===== src/rtl/vga_pkg.sv =====
// Shared definitions for the VGA layer compositor.
//
// Holds the layer-array geometry (NUM_LAYERS, PRIO_W, IDX_W, RGB_W), a few
// named colours, the configuration FSM state encoding and the candidate
// record passed between levels of the priority compare tree.
package vga_pkg;

    localparam int NUM_LAYERS  = 16;
    localparam int PRIO_W      = 4;
    localparam int IDX_W       = $clog2(NUM_LAYERS);
    localparam int RGB_W       = 12;
    localparam int TREE_LEVELS = $clog2(NUM_LAYERS);

    localparam logic [RGB_W-1:0] WHITE = 12'hFFF;
    localparam logic [RGB_W-1:0] GREEN = 12'h0F0;
    localparam logic [RGB_W-1:0] BLUE  = 12'h00F;

    typedef logic [RGB_W-1:0]  rgb_t;
    typedef logic [PRIO_W-1:0] prio_t;
    typedef logic [IDX_W-1:0]  idx_t;

    typedef enum logic [1:0] {
        CFG_IDLE    = 2'd0,
        CFG_PENDING = 2'd1,
        CFG_COMMIT  = 2'd2
    } cfg_state_t;

    // One contender at some level of the compare tree.
    typedef struct packed {
        logic  hit;
        prio_t prio;
        idx_t  idx;
        rgb_t  rgb;
    } cand_t;

    // 'hi' always comes from the subtree holding the higher layer indices,
    // so using >= hands equal-priority ties to the higher index.
    function automatic cand_t pick_winner(input cand_t lo, input cand_t hi);
        if (hi.hit && (!lo.hit || hi.prio >= lo.prio)) begin
            return hi;
        end
        return lo;
    endfunction

endpackage


===== src/rtl/prio_select_tree.sv =====
// Combinational priority selector for the layer compositor.
//
// A log2(NUM_LAYERS)-level binary compare tree. Each node keeps the opaque
// candidate with the higher priority, preferring the higher layer index on
// equal priority. Layers whose hit bit is clear never win.
//
// Ports:
//   hit      in   NUM_LAYERS         per-layer "enabled and opaque" flags
//   prio     in   PRIO_W x NUM_LAYERS per-layer priority
//   rgb      in   RGB_W  x NUM_LAYERS per-layer colour
//   win_idx  out  IDX_W              index of the winning layer
//   win_rgb  out  RGB_W              colour of the winning layer
//   any_hit  out  1                  some layer had its hit bit set
module prio_select_tree
    import vga_pkg::*;
(
    input  logic [NUM_LAYERS-1:0] hit,
    input  logic [PRIO_W-1:0]     prio [NUM_LAYERS],
    input  logic [RGB_W-1:0]      rgb  [NUM_LAYERS],
    output logic [IDX_W-1:0]      win_idx,
    output logic [RGB_W-1:0]      win_rgb,
    output logic                  any_hit
);

    // lvl[0] holds the leaves; lvl[l] holds NUM_LAYERS >> l survivors.
    cand_t lvl [TREE_LEVELS+1][NUM_LAYERS];

    always_comb begin
        // NOTE: every slot gets a value before the tree is built, so the
        // unused upper slots of each level cannot infer latches.
        for (int l = 0; l <= TREE_LEVELS; l++) begin
            for (int i = 0; i < NUM_LAYERS; i++) begin
                lvl[l][i] = '0;
            end
        end

        for (int i = 0; i < NUM_LAYERS; i++) begin
            lvl[0][i].hit  = hit[i];
            lvl[0][i].prio = prio[i];
            lvl[0][i].idx  = IDX_W'(i);
            lvl[0][i].rgb  = rgb[i];
        end

        for (int l = 1; l <= TREE_LEVELS; l++) begin
            for (int i = 0; i < (NUM_LAYERS >> l); i++) begin
                lvl[l][i] = pick_winner(lvl[l-1][2*i], lvl[l-1][2*i+1]);
            end
        end
    end

    assign win_idx = lvl[TREE_LEVELS][0].idx;
    assign win_rgb = lvl[TREE_LEVELS][0].rgb;
    assign any_hit = lvl[TREE_LEVELS][0].hit;

endmodule


===== src/rtl/layer_priority_arbiter.sv =====
// Runtime-configurable, pipelined layer compositor for the VGA output.
//
// Picks one winning layer per pixel from NUM_LAYERS colour buses, using
// per-layer priority and enable. Configuration writes land in a shadow
// copy and are committed to the active copy only at frame start, so a
// frame is always composited with a single configuration.
//
// Pipeline (advances only when pix_en is high, two ticks of latency):
//   S1: hit[i] = enable[i] & (layer i != background), plus colours,
//       background and bright.
//   S2: winner selection -> rgb_out / win_layer / win_valid / bright_out.
//
// Ports:
//   ClkPort      in   1              system clock
//   Reset        in   1              synchronous, active-high reset
//   pix_en       in   1              pixel-clock enable
//   frame_start  in   1              frame start pulse, qualified by pix_en
//   bright       in   1              display-active flag aligned with layer_rgb
//   background   in   RGB_W          transparent key colour
//   layer_rgb    in   NUM_LAYERS*12  layer i at bits [12i+11:12i]
//   cfg_valid    in   1              configuration write request
//   cfg_ready    out  1              write accepted when valid & ready
//   cfg_layer    in   IDX_W          target layer of the write
//   cfg_prio     in   PRIO_W         new priority for the target layer
//   cfg_en       in   1              new enable for the target layer
//   rgb_out      out  RGB_W          composited pixel colour
//   bright_out   out  1              bright aligned with rgb_out
//   win_layer    out  IDX_W          winning layer, 0 when win_valid is low
//   win_valid    out  1              some enabled layer was opaque
module layer_priority_arbiter
    import vga_pkg::*;
(
    input  logic                        ClkPort,
    input  logic                        Reset,
    input  logic                        pix_en,
    input  logic                        frame_start,
    input  logic                        bright,
    input  logic [RGB_W-1:0]            background,
    input  logic [NUM_LAYERS*RGB_W-1:0] layer_rgb,
    input  logic                        cfg_valid,
    output logic                        cfg_ready,
    input  logic [IDX_W-1:0]            cfg_layer,
    input  logic [PRIO_W-1:0]           cfg_prio,
    input  logic                        cfg_en,
    output logic [RGB_W-1:0]            rgb_out,
    output logic                        bright_out,
    output logic [IDX_W-1:0]            win_layer,
    output logic                        win_valid
);

    rgb_t                  layer_in [NUM_LAYERS];
    logic [NUM_LAYERS-1:0] hit_now;

    logic [NUM_LAYERS-1:0] en_active;
    logic [NUM_LAYERS-1:0] en_shadow;
    logic [PRIO_W-1:0]     prio_active [NUM_LAYERS];
    logic [PRIO_W-1:0]     prio_shadow [NUM_LAYERS];
    cfg_state_t            cfg_state;
    logic                  cfg_accept;
    logic                  cfg_in_range;

    logic [NUM_LAYERS-1:0] s1_hit;
    rgb_t                  s1_rgb [NUM_LAYERS];
    rgb_t                  s1_bg;
    logic                  s1_bright;

    idx_t                  win_idx;
    rgb_t                  win_rgb;
    logic                  any_hit;

    // Unpack the layer bus and flag layers that are enabled and opaque.
    always_comb begin
        hit_now = '0;
        for (int i = 0; i < NUM_LAYERS; i++) begin
            layer_in[i] = layer_rgb[i*RGB_W +: RGB_W];
            hit_now[i]  = en_active[i] & (layer_in[i] != background);
        end
    end

    // cfg_ready is low only in COMMIT, so no write can race the copy.
    assign cfg_accept   = cfg_valid & cfg_ready;
    // Widened by one bit so the check stays meaningful for any NUM_LAYERS.
    assign cfg_in_range = ({1'b0, cfg_layer} < (IDX_W+1)'(NUM_LAYERS));

    // Configuration FSM with shadow and active register banks.
    always_ff @(posedge ClkPort) begin
        if (Reset) begin
            cfg_state <= CFG_IDLE;
            cfg_ready <= 1'b1;
            en_active <= '1;
            en_shadow <= '1;
            // NOTE: the per-layer arrays are ordinary flops, not a RAM, and
            // must be reset: the reset priority order (higher index wins)
            // is architectural state the display relies on.
            for (int i = 0; i < NUM_LAYERS; i++) begin
                prio_active[i] <= PRIO_W'(i);
                prio_shadow[i] <= PRIO_W'(i);
            end
        end else begin
            // NOTE: all state here uses non-blocking assignments so every
            // register samples the pre-edge values, whatever the order of
            // statements below.
            if (cfg_accept && cfg_in_range) begin
                en_shadow[cfg_layer]   <= cfg_en;
                prio_shadow[cfg_layer] <= cfg_prio;
            end

            case (cfg_state)
                CFG_IDLE: begin
                    if (cfg_accept && cfg_in_range) begin
                        cfg_state <= CFG_PENDING;
                    end
                end
                CFG_PENDING: begin
                    // A write accepted on this same edge is already in the
                    // shadow by the time COMMIT copies it.
                    if (frame_start && pix_en) begin
                        cfg_state <= CFG_COMMIT;
                        cfg_ready <= 1'b0;
                    end
                end
                CFG_COMMIT: begin
                    en_active   <= en_shadow;
                    prio_active <= prio_shadow;
                    cfg_state   <= CFG_IDLE;
                    cfg_ready   <= 1'b1;
                end
                default: begin
                    cfg_state <= CFG_IDLE;
                    cfg_ready <= 1'b1;
                end
            endcase
        end
    end

    prio_select_tree u_tree (
        .hit     (s1_hit),
        .prio    (prio_active),
        .rgb     (s1_rgb),
        .win_idx (win_idx),
        .win_rgb (win_rgb),
        .any_hit (any_hit)
    );

    // Two-stage pixel pipeline, frozen on cycles without pix_en.
    always_ff @(posedge ClkPort) begin
        if (Reset) begin
            s1_hit     <= '0;
            s1_bg      <= '0;
            s1_bright  <= 1'b0;
            rgb_out    <= '0;
            bright_out <= 1'b0;
            win_layer  <= '0;
            win_valid  <= 1'b0;
            for (int i = 0; i < NUM_LAYERS; i++) begin
                s1_rgb[i] <= '0;
            end
        end else if (pix_en) begin
            s1_hit     <= hit_now;
            s1_rgb     <= layer_in;
            s1_bg      <= background;
            s1_bright  <= bright;
            bright_out <= s1_bright;
            if (s1_bright) begin
                rgb_out   <= any_hit ? win_rgb : s1_bg;
                win_layer <= any_hit ? win_idx : '0;
                win_valid <= any_hit;
            end else begin
                // Blanking: drive black regardless of layer contents.
                rgb_out   <= '0;
                win_layer <= '0;
                win_valid <= 1'b0;
            end
        end
    end

endmodule


===== config.mk =====
export PLATFORM = sky130hd
export DESIGN_NAME = layer_priority_arbiter
export DESIGN_NICKNAME = d
export VERILOG_FILES = /design/src/rtl/vga_pkg.sv /design/src/rtl/prio_select_tree.sv /design/src/rtl/layer_priority_arbiter.sv
export SDC_FILE = /design/constraint.sdc
export NUM_CORES = 1
export LEC_CHECK = 0
export CELL_PAD_IN_SITES_DETAIL_PLACEMENT = 1
export CELL_PAD_IN_SITES_GLOBAL_PLACEMENT = 1
export CORE_ASPECT_RATIO = 1.25
export CORE_MARGIN = 3
export CORE_UTILIZATION = 39
export DETAILED_ROUTE_END_ITERATION = 6
export PLACE_DENSITY_LB_ADDON = 0.1
export SYNTH_ARGS = -nofsm -noshare
export SYNTH_HDL_FRONTEND = slang
export SYNTH_SLANG_ARGS = --single-unit
export TNS_END_PERCENT = 20

===== constraint.sdc =====
create_clock -name ClkPort -period 5.8 [get_ports ClkPort]
set_input_delay 1.45 -clock ClkPort [delete_from_list [all_inputs] [get_ports ClkPort]]
set_output_delay 1.45 -clock ClkPort [all_outputs]
set_load 0.005 [all_outputs]

* Word-level counts from Yosys, hierarchy flattened
Cells that the tools add are included.
** Storage, ports and cells
- Bits in registers :: 402
- Input bits :: 219
- Word-level logic and storage cells :: 229
** Cells by class
- Magnitude comparators :: 19
- Bitwise gates (word level) :: 19
- Equal/unequal tests :: 20
- Mux-type cells :: 61
- Reduce and logical (&&, ||, !) cells :: 51
** Operator list (count)
- 2-to-1 mux 21 bit :: 30
- != test 12 bit :: 16
- bitwise mux 64 bit :: 1
- >= comparator 4 bit :: 15
- 2-to-1 mux 12 bit :: 2
- logical AND 1 bit :: 18
- 2-to-1 mux 1 bit :: 18
- bitwise AND 1 bit :: 17
- bitwise mux 16 bit :: 1
- demux 4 bit (select 4 bit) :: 1
- zero test 1 bit :: 15
- logical OR 1 bit :: 15
- 2-to-1 mux 4 bit :: 3
- >= comparator 5 bit (second input constant) :: 1
- < comparator 4 x 5 -> 1 bit (second input constant) :: 1
- < comparator 5 x 1 -> 1 bit (second input constant) :: 1
- NOT 4 -> 5 bit :: 1
- demux 1 bit (select 4 bit) :: 1
- >= comparator 4 x 1 -> 1 bit (second input constant) :: 1
- 2-to-1 mux 2 bit :: 2
- != test 2 bit (second input constant) :: 2
- case mux 2 bit (2 select lines) :: 1
- AND reduction 2 bit :: 2
- == test 2 x 1 -> 1 bit (second input constant) :: 1
- other kinds (4) :: 4

* Depth between registers and ports, before layout
- Depth after elaboration :: 22
- Mapped depth :: 35

* Hierarchy
Synthesis repeated with hierarchy kept, for this count alone.
** Second synthesis, totals
- Cells, all modules :: 2428
- Area, all modules :: 21420.5 um2
** By module, submodules not included
- layer_priority_arbiter :: instances 1, cells each 1731, seq. area each 8047.7 um2, area each 16525.8 um2
- prio_select_tree :: instances 1, cells each 697, seq. area each 0.0 um2, area each 4894.7 um2

* Worst setup path before layout
No wires, ideal clock.
- Path type :: register -> register
- Start point :: register prio_active[8] (netlist name)
- End point :: register rgb_out[5]
- Period minus slack after synthesis :: 6.281 ns
- Cell stages (with the launch flop) :: 31
- Data arrival time :: 6.212 ns
- Buffers on the path :: 4
- Library setup time :: 0.069 ns
- Path slack :: -0.481 ns
- Cell sequence :: dfxtp_1 inv_1 ha_1 or3b_1 o2111ai_1 nand4b_1 nand2_2 buf_2 mux2i_1 ha_1 a21o_1 a211o_1 o221ai_1 clkbuf_1 mux2_2 ha_1 nor2b_1 o21ai_0 nand2_1 a21oi_1 clkbuf_1 o21ai_0 ha_1 a211oi_1 o21ai_1 nand2_1 nand2b_1 buf_4 nor2_1 or4_1 o21ai_1
** On the way
- Longest elaborated chain between the ends :: 22
- Elaborated cells between the ends (all ways) :: 26
** Ends and longest elaborated chain
- start, declared :: line layer_priority_arbiter.sv:56 : logic [PRIO_W-1:0] prio_active [NUM_LAYERS];
- start signal, assigned by index :: line layer_priority_arbiter.sv:96 : prio_active[i] <= PRIO_W'(i);
- start signal, assigned :: line layer_priority_arbiter.sv:124 : prio_active <= prio_shadow;
- >= comparator 4 bit :: line vga_pkg.sv:39 : if (hi.hit && (!lo.hit || hi.prio >= lo.prio)) begin
- logical OR 1 bit :: line vga_pkg.sv:39
- logical AND 1 bit :: line vga_pkg.sv:39
- 2-to-1 mux 1 bit :: line vga_pkg.sv:39
- 2-to-1 mux 21 bit (*) :: line vga_pkg.sv:42 : return lo;
- >= comparator 4 bit / zero test 1 bit (equally long branches) :: line vga_pkg.sv:39
- logical OR 1 bit :: line vga_pkg.sv:39
- logical AND 1 bit :: line vga_pkg.sv:39
- [6 not listed]
- 2-to-1 mux 21 bit (*) :: line vga_pkg.sv:42
- >= comparator 4 bit :: line vga_pkg.sv:39
- logical OR 1 bit :: line vga_pkg.sv:39
- logical AND 1 bit :: line vga_pkg.sv:39
- 2-to-1 mux 1 bit :: line vga_pkg.sv:39
- 2-to-1 mux 21 bit (*) :: line vga_pkg.sv:42
- 2-to-1 mux 12 bit (*) :: line layer_priority_arbiter.sv:165 : rgb_out <= any_hit ? win_rgb : s1_bg;
- 2-to-1 mux 12 bit (*) :: line layer_priority_arbiter.sv:164 : if (s1_bright) begin
- end signal, assigned :: line layer_priority_arbiter.sv:165
- end, declared :: line layer_priority_arbiter.sv:45 : output logic [RGB_W-1:0] rgb_out,
Every way passes the cells marked *; elsewhere a longest branch is shown, timed or not. The select of a mux whose other input is x is not followed.
A chain may end at the register's enable or synchronous reset.

* Worst setup path after layout
Ends and elaborated chain as after synthesis.

==> flow_summary_export.csv <==
group,metric,value,unit
setup_path,worstPathBufferInverterCount,4,
synthesis,syn-instance-count,2253,
min_path,hold-path-cell-count,2,
pwr,irDropWorstVdd,0.174,mV
setup_path,timing.setup.critical_path_class,"reg -> reg",
synthesis,syn-mean-instance-area,8.98,sq um
synthesis,synthesis.nets,2532,
route,num_vias,17000,
global_routing,first_global_vias,17800,
synthesis,asyncSetResetFlopFracSynth,0,%
layout,multi_input_area,11800,sq um
die,core-area,50900,sq um
layout,fillerInstances,5794,
job,max_cap_viol_count,0,
setup_path,critPathMaxFanout,6,
synthesis,synth-seq-area-share,39.8,%
synthesis,yosysWarnings,0,
global_routing,antenna_found_initial,1,
cts,clockBufferDepth,3,
layout,nNetsFinal,2754,
pwr,fin_total_pwr,7.10,mW
layout,final_cell_area,25400,sq um
run_status,outcome,"finished, final reports clean",
layout,drive_gt1_share,11.2,%
placement,placed_area,23400,sq um
timing,slew_of_the_pin_with_the_lowest_slew_margin,1.25,ns
layout,utilization,49.9,%
setup_path,depth_of_the_critical_timing_path_with_buffers_and_inverters_included,31,
setup_path,crit_required,6.26,ns
setup_path,worst_r2r_path_depth,31,
die,row_count,92,
route,ant_nets,0,
cts,clk_pin_slew,0.06,ns
route,drt-wirelength-per-cell,22.8,microns
die,die_area,54700,sq um
route,average_vias_per_placed_instance,5.37,
cts,tritoncts,"yes",
synthesis,synth-seq-cells,402,
die,floorplan.initialDensity,39.8,%
global_routing,grt_remaining_overflow,0,
setup_path,critical_path_arrival,6.02,ns
timing,finalClockSkew,0.0175,ns
global_routing,grt_max_degree,190,
synthesis,synth_flop_cell,"dfxtp_1",
timing,max_freq,180,MHz
die,die-height,261,microns
route,wl,72300,microns
route,drtPass1Iterations,4,
setup_path,cpMaxStageDelayCell,"or3b_4",
global_routing,track_usage,25.5,%
timing,setup_viol,0,
placement,gp_congestion,0.870,
setup_path,critPathCaptureType,"flip-flop",
synthesis,synthDominantAreaCellType,"dfxtp_1",
setup_path,critPathTopFamily,"compound AO/OA/AOI/OAI gates",
timing,hold_slack,0.448,ns
cts,clk_latency,0.57,ns
cts,clock_buffers_created_by_tritoncts,45,
pwr,static_leakage,10.8,nW
global_routing,grt_first_pass_wirelength,108000,microns
setup_path,cpPeakStageDelay,0.37,ns
pwr,power_density,280,nW/um^2
cts,cts_num_sinks,402,
synthesis,synthDominantCellAreaShare,39.8,%
synthesis,synth_cell_types,53,
setup_path,startpoint_type,"flip-flop",
route,remaining_routing_drc_violations,0,
synthesis,number_of_enable_type_register_cells_in_the_synthesized_netlist,0,
layout,areaGrowthSynthToFinish,25.5,%
die,pin_count,238,
timing,final_min_period_over_clock_period,95.9,%
cts,root_buffer,"clkbuf_16",
cts,clock_tree.htree_level_count,2,
placement,number_of_buffer_cells_added_on_primary_ports,237,
min_path,min-delay-path-class,"reg -> reg",
die,chipWidth,210,microns
synthesis,main_area_contributors_after_synthesis,"dfxtp_1, mux2i_1, xor2_1, nor2_1, ha_1",
layout,sequential_cell_area,8060,sq um
timing,maxSlewHeadroom,16.4,%
timing,slew_viol_final,0,
synthesis,synthesized_cell_area,20200,sq um
route,detailedRoute.firstIterationViolations,803,
timing,hold_viol,0,
timing,timing.final.crit_period,5.56,ns
placement,dpl.hpwl,52500,microns
==> per-stage QoR <==
stage | cells | setup TNS, ns | worst slack, ns
floorplan | 2253 | 0 | 0.00447
global placement | 3065 | 0 | 0.0879
detailed placement | 3065 | -1.56 | -0.207
CTS | 3145 | -0.0268 | -0.0268
global route | 3166 | -0.359 | -0.0738
finish | 3167 | 0 | 0.237
==> final cells by class <==
type / count / area share [%]
repair buffers: 321 / 12.0
flip-flops and latches: 402 / 31.8
inverters: 52 / 0.769
clock buffers: 62 / 4.96
well taps: 658 / 3.24
clock inverters: 18 / 0.779
diodes: 1 / 0.00986
multi-input cells: 1653 / 46.4
==> state kept, by name, indices dropped and copies added, names as in the netlist, 2 cells and up <==
signal and flops:
prio_active 64, s1_hit 16, en_active 16, cfg_state 2
win_layer 4, en_shadow 16, s1_bg 12, prio_shadow 64
s1_rgb 192, rgb_out 12
==> cells by family (layout without fill, tap and decap cells) <==
family | Yosys count | after routing | share of synthesized area [%]
and+or+nand+nor | 739 | 739 | 16.4
DFF | 402 | 402 | 39.8
muxes | 361 | 361 | 18.1
AOI/OAI and AO/OA | 301 | 301 | 9.86
buffers and inverters | 198 | 453 | 3.80
xor gates and xnor gates | 192 | 192 | 8.31
adders and majority gates | 60 | 60 | 3.71
other | 0 | 1 | 0
==> placed cells by master (no fill, tap or decap), drive strengths merged, types with 4 or more instances in the layout <==
| master | n |
|---|---|
| a41oi | 4 |
| nand3b | 34 |
| buf | 86 |
| xor2 | 192 |
| nor3 | 7 |
| dfxtp | 402 |
| nand2b | 12 |
| a211o | 72 |
| o211ai | 20 |
| a21oi | 115 |
| mux2i | 316 |
| a211oi | 4 |
| a21o | 4 |
| ha | 60 |
| clkbuf | 62 |
| nor2 | 348 |
| nor2b | 39 |
| clkdlybuf4s50 | 235 |
| o31ai | 6 |
| o221ai | 5 |
| clkinv | 12 |
| o22ai | 14 |
| bufinv | 4 |
| mux2 | 45 |
| nand3 | 40 |
| o21ai | 36 |
| inv | 51 |
| o21bai | 4 |
| a22oi | 8 |
| nor4 | 53 |
| nand2 | 189 |
==> path summary, 6_finish.rpt <==
| kind | from | to | slack, ns |
|---|---|---|---|
| max | prio_active[8]$_SDFFE_PP1N_ | rgb_out[5]$_SDFFE_PP0P_ | 0.24 |
| min | prio_shadow[45]$_SDFFE_PP0P_ | prio_active[45]$_SDFFE_PP0N_ | 0.45 |
| max reg2reg | prio_active[8]$_SDFFE_PP1N_ | rgb_out[5]$_SDFFE_PP0P_ | 0.24 |
| min reg2reg | prio_shadow[45]$_SDFFE_PP0P_ | prio_active[45]$_SDFFE_PP0N_ | 0.45 |
==> where the power goes <==
group          internal [mW]  leakage [nW]  switching [mW]
clock                   1.69         0.717            1.17
combinational          0.565          6.81           0.712
sequential              2.88          3.30          0.0796
total                   5.14          10.8            1.96
==> synth_stat cells (all sizes together), types with 2 or more instances <==
cell and n:
and2 3, a221oi 3, nor3b 3, a21oi 115, buf 43, nor2b 39
a211oi 4, or4 3, or2 2, ha 60, dfxtp 402, mux2i 316
o221ai 5, nand2 189, a22oi 8, o31ai 6, nand3b 34, nor2 348
a21o 4, a211o 72, a2bb2oi 2, clkbuf 103, inv 51, nor3 7
nand2b 12, o21bai 4, xor2 192, a41oi 4, mux2 45, nand3 40
nor4 53, o22ai 14, o21ai 36, nand4 3, o211ai 20
==> per-layer routing <==
metal	track usage, %	wire [microns]
met5	0	0
met4	9.55	2870
met3	4.15	3430
met2	44.8	35300
met1	31.4	30800
==> repair_timing <==
item,in CTS,in global routing
pin swaps,2,35
buffers inserted,0,22
cloned,0,0
hold buffers,0,0
setup endpoints to repair,15,16
gates resized for setup,12,78
==> worst reg2reg max path, delay by kind of cell, from the launching register on <==
kind | cells | cell delay, ns
AOI/OAI and AO/OA | 13 | 2.08
and+or+nand+nor | 9 | 1.36
muxes | 1 | 0.24
DFF | 1 | 0.36
adders and majority gates | 4 | 0.93
buffers and inverters | 4 | 0.49
(Power assumes the default switching activity.)
